[src/rtl/vga_pkg.sv]
// Shared definitions for the VGA burst fetcher: fetch FSM encoding, elaboration
// helpers and the default frame-buffer base address.
package vga_pkg;

  typedef enum logic [2:0] {
    S_IDLE,
    S_ADDR,
    S_WAIT,
    S_READ,
    S_DONE
  } fetch_state_t;

  localparam logic [31:0] BASE_ADDR_DEF = 32'h0000_1050;

  // Ceiling log2 for parameter math; clog2(1) = 0.
  function automatic int clog2(input longint unsigned v);
    int r;
    r = 0;
    for (int i = 0; i < 63; i++) begin
      if ((64'd1 << i) < v) r = i + 1;
    end
    return r;
  endfunction

  function automatic int max_int(input int a, input int b);
    return (a > b) ? a : b;
  endfunction

endpackage

[src/rtl/d_reg_sync.sv]
// Enabled D register with synchronous active-high reset to a fixed value.
module d_reg_sync #(
  parameter int               WIDTH   = 1,
  parameter logic [WIDTH-1:0] RST_VAL = '0
) (
  input  logic             clk,
  input  logic             reset,
  input  logic             en,
  input  logic [WIDTH-1:0] d,
  output logic [WIDTH-1:0] q
);

  // NOTE: state is updated with non-blocking assignments so every register
  // samples the pre-edge values, independent of block evaluation order.
  always_ff @(posedge clk) begin
    if (reset)   q <= RST_VAL;
    else if (en) q <= d;
  end

endmodule

[src/rtl/vga_burst_fetch.sv]
// Double-buffered line fetcher: whenever the display enters a new block it
// swaps buffers and bursts the following block from memory into the idle one.
module vga_burst_fetch
  import vga_pkg::*;
#(
  parameter int          RES_X        = 640,
  parameter int          RES_Y        = 480,
  parameter logic [31:0] BASE_ADDR    = BASE_ADDR_DEF,
  parameter int          PIX_PER_WORD = 16,
  parameter int          BURST_LEN    = 4,
  localparam int         BEAT_W       = max_int(1, clog2(BURST_LEN))
) (
  input  logic              clk,
  input  logic              reset,
  input  logic [10:0]       row,
  input  logic [10:0]       col,
  input  logic              vga_output_valid,
  input  logic              bus_ack,
  input  logic              bus_wait,
  output logic              bus_req,
  output logic [31:0]       bus_addr,
  output logic              buf_sel,
  output logic              buf0_we,
  output logic              buf1_we,
  output logic [BEAT_W-1:0] buf_waddr,
  output logic              underrun,
  output logic              busy
);

  localparam int BLK_PIX = PIX_PER_WORD * BURST_LEN;
  localparam int NUM_BLK = RES_X * RES_Y / BLK_PIX;
  localparam int FRAME_W = clog2(RES_X * RES_Y);
  localparam int BLK_SH  = clog2(BLK_PIX);

  localparam logic [FRAME_W-1:0] LAST_BLK = FRAME_W'(NUM_BLK - 1);

  fetch_state_t      state;
  logic [BEAT_W-1:0] beat;
  logic              wbuf;
  logic              pending;

  logic [FRAME_W-1:0] pix_idx;
  logic [FRAME_W-1:0] disp_blk;
  logic [FRAME_W-1:0] last_blk;
  logic [FRAME_W-1:0] tgt_blk;
  logic [FRAME_W-1:0] tgt_next;
  logic [FRAME_W-1:0] tgt_d;
  logic [31:0]        tgt_addr;
  logic               blk_chg;
  logic               wr_beat;

  // Full-width product first; only in-range pixel indices are ever used.
  assign pix_idx  = FRAME_W'(32'(row) * 32'(RES_X) + 32'(col));
  assign disp_blk = pix_idx >> BLK_SH;
  assign blk_chg  = vga_output_valid && (disp_blk != last_blk);

  assign tgt_next = (disp_blk == LAST_BLK) ? '0 : disp_blk + FRAME_W'(1);
  assign tgt_d    = blk_chg ? tgt_next : tgt_blk;
  assign tgt_addr = BASE_ADDR + 32'(tgt_d) * 32'(BURST_LEN);

  d_reg_sync #(.WIDTH(1), .RST_VAL(1'b1)) u_buf_sel (
    .clk   (clk),
    .reset (reset),
    .en    (blk_chg),
    .d     (~buf_sel),
    .q     (buf_sel)
  );

  d_reg_sync #(.WIDTH(FRAME_W), .RST_VAL(LAST_BLK)) u_last_blk (
    .clk   (clk),
    .reset (reset),
    .en    (blk_chg),
    .d     (disp_blk),
    .q     (last_blk)
  );

  d_reg_sync #(.WIDTH(FRAME_W), .RST_VAL('0)) u_tgt_blk (
    .clk   (clk),
    .reset (reset),
    .en    (blk_chg),
    .d     (tgt_next),
    .q     (tgt_blk)
  );

  always_ff @(posedge clk) begin
    if (reset) begin
      state    <= S_IDLE;
      beat     <= '0;
      wbuf     <= 1'b0;
      pending  <= 1'b1;
      underrun <= 1'b0;
      bus_addr <= BASE_ADDR;
    end else begin
      if (blk_chg)              pending <= 1'b1;
      else if (state == S_ADDR) pending <= 1'b0;

      // A change that finds the previous target still unserved or in flight
      // means the display has caught up with the fetcher.
      if (blk_chg && (state != S_IDLE || pending)) underrun <= 1'b1;

      // Address tracks the target only while idle, so it is frozen for the burst.
      if (state == S_IDLE) bus_addr <= tgt_addr;

      case (state)
        S_IDLE: if (bus_ack && pending) state <= S_ADDR;
        S_ADDR: begin
          wbuf  <= ~buf_sel;
          state <= S_WAIT;
        end
        S_WAIT: if (!bus_wait) begin
          beat  <= '0;
          state <= S_READ;
        end
        S_READ: if (!bus_wait) begin
          beat <= beat + BEAT_W'(1);
          if (beat == BEAT_W'(BURST_LEN - 1)) state <= S_DONE;
        end
        S_DONE:  state <= S_IDLE;
        default: state <= S_IDLE;
      endcase
    end
  end

  // Strobes are decoded from state so a beat is written in the cycle bus_wait drops.
  assign wr_beat   = !reset && (state == S_READ) && !bus_wait;
  assign buf0_we   = wr_beat && !wbuf;
  assign buf1_we   = wr_beat && wbuf;
  assign buf_waddr = beat;
  assign bus_req   = !reset && (state == S_IDLE) && pending;
  assign busy      = !reset && (state != S_IDLE);

endmodule

[config.mk]
export PLATFORM = sky130hd
export DESIGN_NAME = vga_burst_fetch
export DESIGN_NICKNAME = d
export VERILOG_FILES = /design/src/rtl/vga_pkg.sv /design/src/rtl/d_reg_sync.sv /design/src/rtl/vga_burst_fetch.sv
export SDC_FILE = /design/constraint.sdc
export NUM_CORES = 1
export LEC_CHECK = 0
export BUFFER_PORTS_ARGS = -buffer_cell sky130_fd_sc_hd__buf_2
export CORE_MARGIN = 4
export CORE_UTILIZATION = 55
export DETAILED_ROUTE_END_ITERATION = 6
export PLACE_DENSITY = 0.77
export SLEW_MARGIN = 40
export SYNTH_ARGS = -nofsm -noshare
export SYNTH_HDL_FRONTEND = slang
export SYNTH_HIERARCHICAL = 1
export SYNTH_SLANG_ARGS = --single-unit
[constraint.sdc]
create_clock -name clk -period 14.98 [get_ports clk]
set_clock_uncertainty 0.2 [all_clocks]
set_input_delay 1.498 -clock clk [delete_from_list [all_inputs] [get_ports clk]]
set_output_delay 1.498 -clock clk [all_outputs]
set_load 0.1 [all_outputs]
# After elaboration in Yosys (flattened, before gate mapping)
# Cells that the tools add are included.
# word_totals
register_bits	73
input_bits	27
# classes
add_sub_neg	4
multipliers	1
eq_ne	10
muxes	10
bitwise_logic	1
reduce_logical	20
# op_table
cell	count
$add A13 B21 Y22 const A	1
$add A19 B11 Y19	1
$mux W19	1
$add A13 B1 Y14 const B	1
$mux W14	1
$eq A13 B13 Y1 const B	1
$ne A13 B13 Y1	1
$mul A11 B3 Y12 const B	1
$mux W3	4
$pmux W3 S4	1
$logic_and A1 B1 Y1	10
$eq A3 B2 Y1 const B	2
$ne A2 B2 Y1 const B	3
$mux W2	2
$pmux W2 S2	1
$reduce_and A4 Y1	1
$eq A3 B1 Y1 const B	1
$logic_not A1 Y1	3
$logic_not A3 Y1	1
$reduce_and A3 Y1	1
$reduce_bool A3 Y1	1
$add A2 B1 Y2 const B	1
$eq A2 B2 Y1 const B	1
$ne A2 B1 Y1 const B	1
other kinds (4)	4

# Depth between registers and ports, before layout
# logic_depth
depth_word	6
ltp_mapped	22
depth_no_buf	20

# Cells and area by module
# The synthesis kept the hierarchy.
# by_module_without_submodules
module	instances	cells_per_inst	area_per_inst_um2
vga_burst_fetch	1	446	3560.9
d_reg_sync (u_last_blk)	1	62	726.9
d_reg_sync (u_tgt_blk)	1	61	683.2
d_reg_sync (u_buf_sel)	1	3	35.0

# Least setup slack after synthesis
# OpenSTA, ideal clock, no wires.
# synth_timing
kind	input to register
from	input port row[1]
to	register bus_addr[18]
setup_ns	0.071
t_arrival_ns	6.056
slack_ns	8.653
cell_stages	21
n_path_buf	1
path_cell_list	ha_1 > ha_1 > inv_1 > fa_1 > nand3b_1 > o22ai_1 > and3_4 > xnor2_4 > xnor2_1 > nor4_2 > a41oi_4 > buf_6 > mux2_1 > ha_1 > or2_2 > nor2b_1 > o2111a_1 > nand3_1 > xor2_1 > or3_1 > a21oi_1
# synth_between
elab_chain_cells	6
word_cells_on_any_way	9
classes_between	add/sub (3); mul (1); eq/ne (2); mux (2); reduce/logical (1)
# synth_lines
element	line_no	rtl
start, declared	vga_burst_fetch.sv:15	input logic [10:0] row,
$mul A11 B3 Y12 *	vga_burst_fetch.sv:53	assign pix_idx = FRAME_W'(32'(row) * 32'(RES_X) + 32'(col));
$add A19 B11 Y19 *	vga_burst_fetch.sv:53	
$add A13 B1 Y14, or another cell as far along	vga_burst_fetch.sv:57	assign tgt_next = (disp_blk == LAST_BLK) ? '0 : disp_blk + FRAME_W'(1);
$mux W14 or $logic_and A1 B1 Y1 (tied branches)	vga_burst_fetch.sv:57, vga_burst_fetch.sv:55	
$mux W19 *	-	
$add A13 B21 Y22 *	vga_burst_fetch.sv:59	assign tgt_addr = BASE_ADDR + 32'(tgt_d) * 32'(BURST_LEN);
end signal, assigned	vga_burst_fetch.sv:102	if (state == S_IDLE) bus_addr <= tgt_addr;
end, declared	vga_burst_fetch.sv:21	output logic [31:0] bus_addr,
# Every way passes the cells marked *; elsewhere a longest branch is shown, timed or not.
# A chain may end at the register's enable or synchronous reset.

# Final worst setup path
# Ends and elaborated chain as after synthesis.

==> out/results.ini <==
[clock_tree]
numCtsBuffers = 9
hold_buffers = 0
post-cts-setup-buffers = 0
cts-root-buf = clkbuf_8
clkTransAtPathRegs_ns = 0.07
htreeDepth = 3
clock_path_buffers = 2
cts_tree = yes
clock_latency_ns = 0.34
cts-resized-gates = 0
cts_sinks = 67

[grt]
grt-ovfl-total = 0
grt_max_degree = 75
grt_pass1_vias = 3816
antenna_found_initial = 0
globalRouteMet2Util = 0.339
busiest_layer = met2
grt_pass1_wl_um = 17200
use_met3 = 0.0335
met1_usage = 0.256
grt_usage = 0.198

[synthesis]
synthFlopType = dfxtp_1
synth_warnings = 6
async_flop_share = 0
syn_area_per_cell_um2 = 8.75
netlist_instances = 572
synth_edf_count = 0
syn_area_um2 = 5010
yosysUniqueCellTypes = 87
ys_seq_area_frac = 0.268
synth_seq_cells = 67

[run_status]
outcome = finished, final reports clean

[worst_setup_path]
critPathMaxFanout = 74
timing.critical_path.cells = buf_2 -> ha_1 -> ha_1 -> inv_1 -> fa_1 -> nand3b_1 -> o22ai_1 -> and3_4 -> xnor2_4 -> xnor2_1 -> nor4_2 -> a41oi_4 -> buf_6 -> mux2_2 -> ha_1 -> or2_2 -> nor2b_1 -> o2111a_1 -> nand3_1 -> xor2_1 -> or3_1 -> a21oi_1
critPathTopFamily = simple AND/OR/NAND/NOR gates
endpoint_kind = flop
critPathRequiredTime_ns = 15.05
reg2reg_slack_ns = 10.50
critPathMaxStageDelay_ns = 0.53
cp_common_cell = ha_1
cp.buffers_inverters = 3
start_kind = input port
crit_arrival_ns = 6.95
worst-setup-path-type = input port to flop
crit_slowest_cell = buf_6

[floorplanning]
chipHeight_um = 103
core_area_um2 = 8810
die_area_um2 = 10700
rows = 34
ioPinCount = 67
die_w_um = 103
start_util = 0.568

[routing]
drtPass1Iterations = 4
ant_nets = 0
drt_iter0_drc = 161
via_per_inst = 5.75
post-route-drc-count = 0
drt-wirelength-per-cell_um = 14.0
via_count = 4198
drt-total-wl_um = 10300

[worst_hold_path]
hp-class = flop to flop

[sta]
whs_ns = 0.245
setup_viol = 0
maxSlewViolCount = 0
clock.fmax_mhz = 145
grt_setup_unrepaired = no
finalCriticalPeriod_ns = 6.88
tns_ns = 0
maxSlewHeadroom = 0.564
timing.final.crit_share = 0.459
worst_pin_slew_ns = 0.653
hold_viol_final = 0
worst_slack_ns = 8.10

[placed_design]
gp_congestion = 0.891
pre_cts_ws_ns = 7.60
place_hpwl_um = 7610
io_buffers = 48

[final_layout]
final_nets = 670
drive_gt1_frac = 0.161
area_growth_pct = 8.02
utilization = 0.614
antenna_cells = 0

[job]
maxCapViolations = 0

[pwr]
power_density_nw_per_um2 = 127
ir_drop_mv = 0.0504
total_power_uw = 687
leakagePower_uw = 0.00231

==> cells in the mapped netlist, drive strengths merged, types with 3 or more instances <==
| master | n | area, um2 |
|---|---|---|
| dfxtp | 67 | 1340 |
| nor2 | 60 | 225 |
| mux2i | 36 | 360 |
| xnor2 | 35 | 359 |
| o21ai | 33 | 165 |
| buf | 29 | 243 |
| a21oi | 28 | 140 |
| nand2 | 28 | 108 |
| ha | 24 | 300 |
| nand3 | 21 | 110 |
| inv | 17 | 63.8 |
| nor3 | 15 | 75.1 |
| and3 | 14 | 92.6 |
| a211o | 13 | 114 |
| xor2 | 12 | 131 |
| clkbuf | 11 | 42.5 |
| or3 | 10 | 62.6 |
| and2b | 9 | 75.1 |
| nor4 | 9 | 81.3 |
| a211oi | 7 | 62.6 |
| nor2b | 7 | 51.3 |
| and2 | 5 | 31.3 |
| nor3b | 5 | 37.5 |
| o211ai | 5 | 42.5 |
| or2 | 5 | 31.3 |
| a31oi | 4 | 25.0 |
| nand2b | 4 | 25.0 |
| a21o | 3 | 22.5 |
| mux2 | 3 | 33.8 |
| nand3b | 3 | 22.5 |
| nand4 | 3 | 18.8 |
| nand4b | 3 | 26.3 |
| or4 | 3 | 22.5 |
==> state kept, by name (all words and copies together), names as in the netlist <==
register,cells
u_tgt_blk/q,19
state,3
bus_addr,20
u_buf_sel/q,1
buf_waddr,2
underrun,1
wbuf,1
u_last_blk/q,19
pending,1
==> final timing paths <==
path / from / end / cells after the start
max: row[1] / bus_addr[18] / 22
min: underrun / underrun / 2
max reg2reg: u_last_blk/q[14] / bus_addr[18] / 15
min reg2reg: underrun / underrun / 2
==> worst register-to-register path: cells and delay by family (launching register included) <==
| kind | cells | cell delay, ns |
|---|---|---|
| AO/OA/AOI/OAI | 3 | 0.57 |
| XOR/XNOR | 1 | 0.06 |
| adder cells (fa/ha/maj) | 1 | 0.25 |
| buffers and inverters | 1 | 0.31 |
| flip-flops | 1 | 0.31 |
| multiplexers | 1 | 0.43 |
| AND/OR/NAND/NOR | 8 | 2.28 |
==> metal layers <==
layer	vias to the layer above	wire (um)
li1	2119	-
met2	93	4810
met1	1974	4830
met3	12	471
met4	0	135
met5	-	0
==> per-stage QoR <==
stage | std cells | instance area, um2
after global placement | 714 | 5210
after CTS | 730 | 5400
final | 730 | 5410
after detailed placement | 714 | 5210
after floorplan | 594 | 5090
after global routing | 730 | 5410
==> placed cells by master (no fill, tap or decap), types with 10 or more instances in the layout <==
master and instances:
xor2_1 10, a21oi_1 28, xnor2_1 31, and3_1 13, nand3_1 20, buf_2 48
clkbuf_8 10, inv_1 15, a211o_1 13, nand2_1 27, conb_1 23, or3_1 10
nor2_1 60, mux2i_1 36, dfxtp_1 67, nor3_1 15, ha_1 24, o21ai_0 28
==> cell type report <==
cell class	instances	area, um2
repair buffers	52	274
inverters	17	63.8
flip-flops and latches	67	1340
well taps	108	135
fillers	779	3400
multi-input cells	470	3400
clock buffers	12	145
clock inverters	4	50.0
==> where the power goes <==
| group | switching (uW) | total (uW) | internal [uW] |
|---|---|---|---|
| sequential | 15.3 | 214 | 198 |
| combinational | 217 | 325 | 108 |
| clock | 67.8 | 149 | 81.3 |
==> logic make-up after synthesis <==
group	after synthesis	synth area share
other	1	0.000749
xor gates and xnor gates	49	0.107
and+or+nand+nor	207	0.226
AOI/OAI and AO/OA	126	0.182
buffers and inverters	57	0.0697
DFF	67	0.268
adders and majority gates	26	0.0680
muxes	39	0.0787
(Power assumes the default switching activity.)
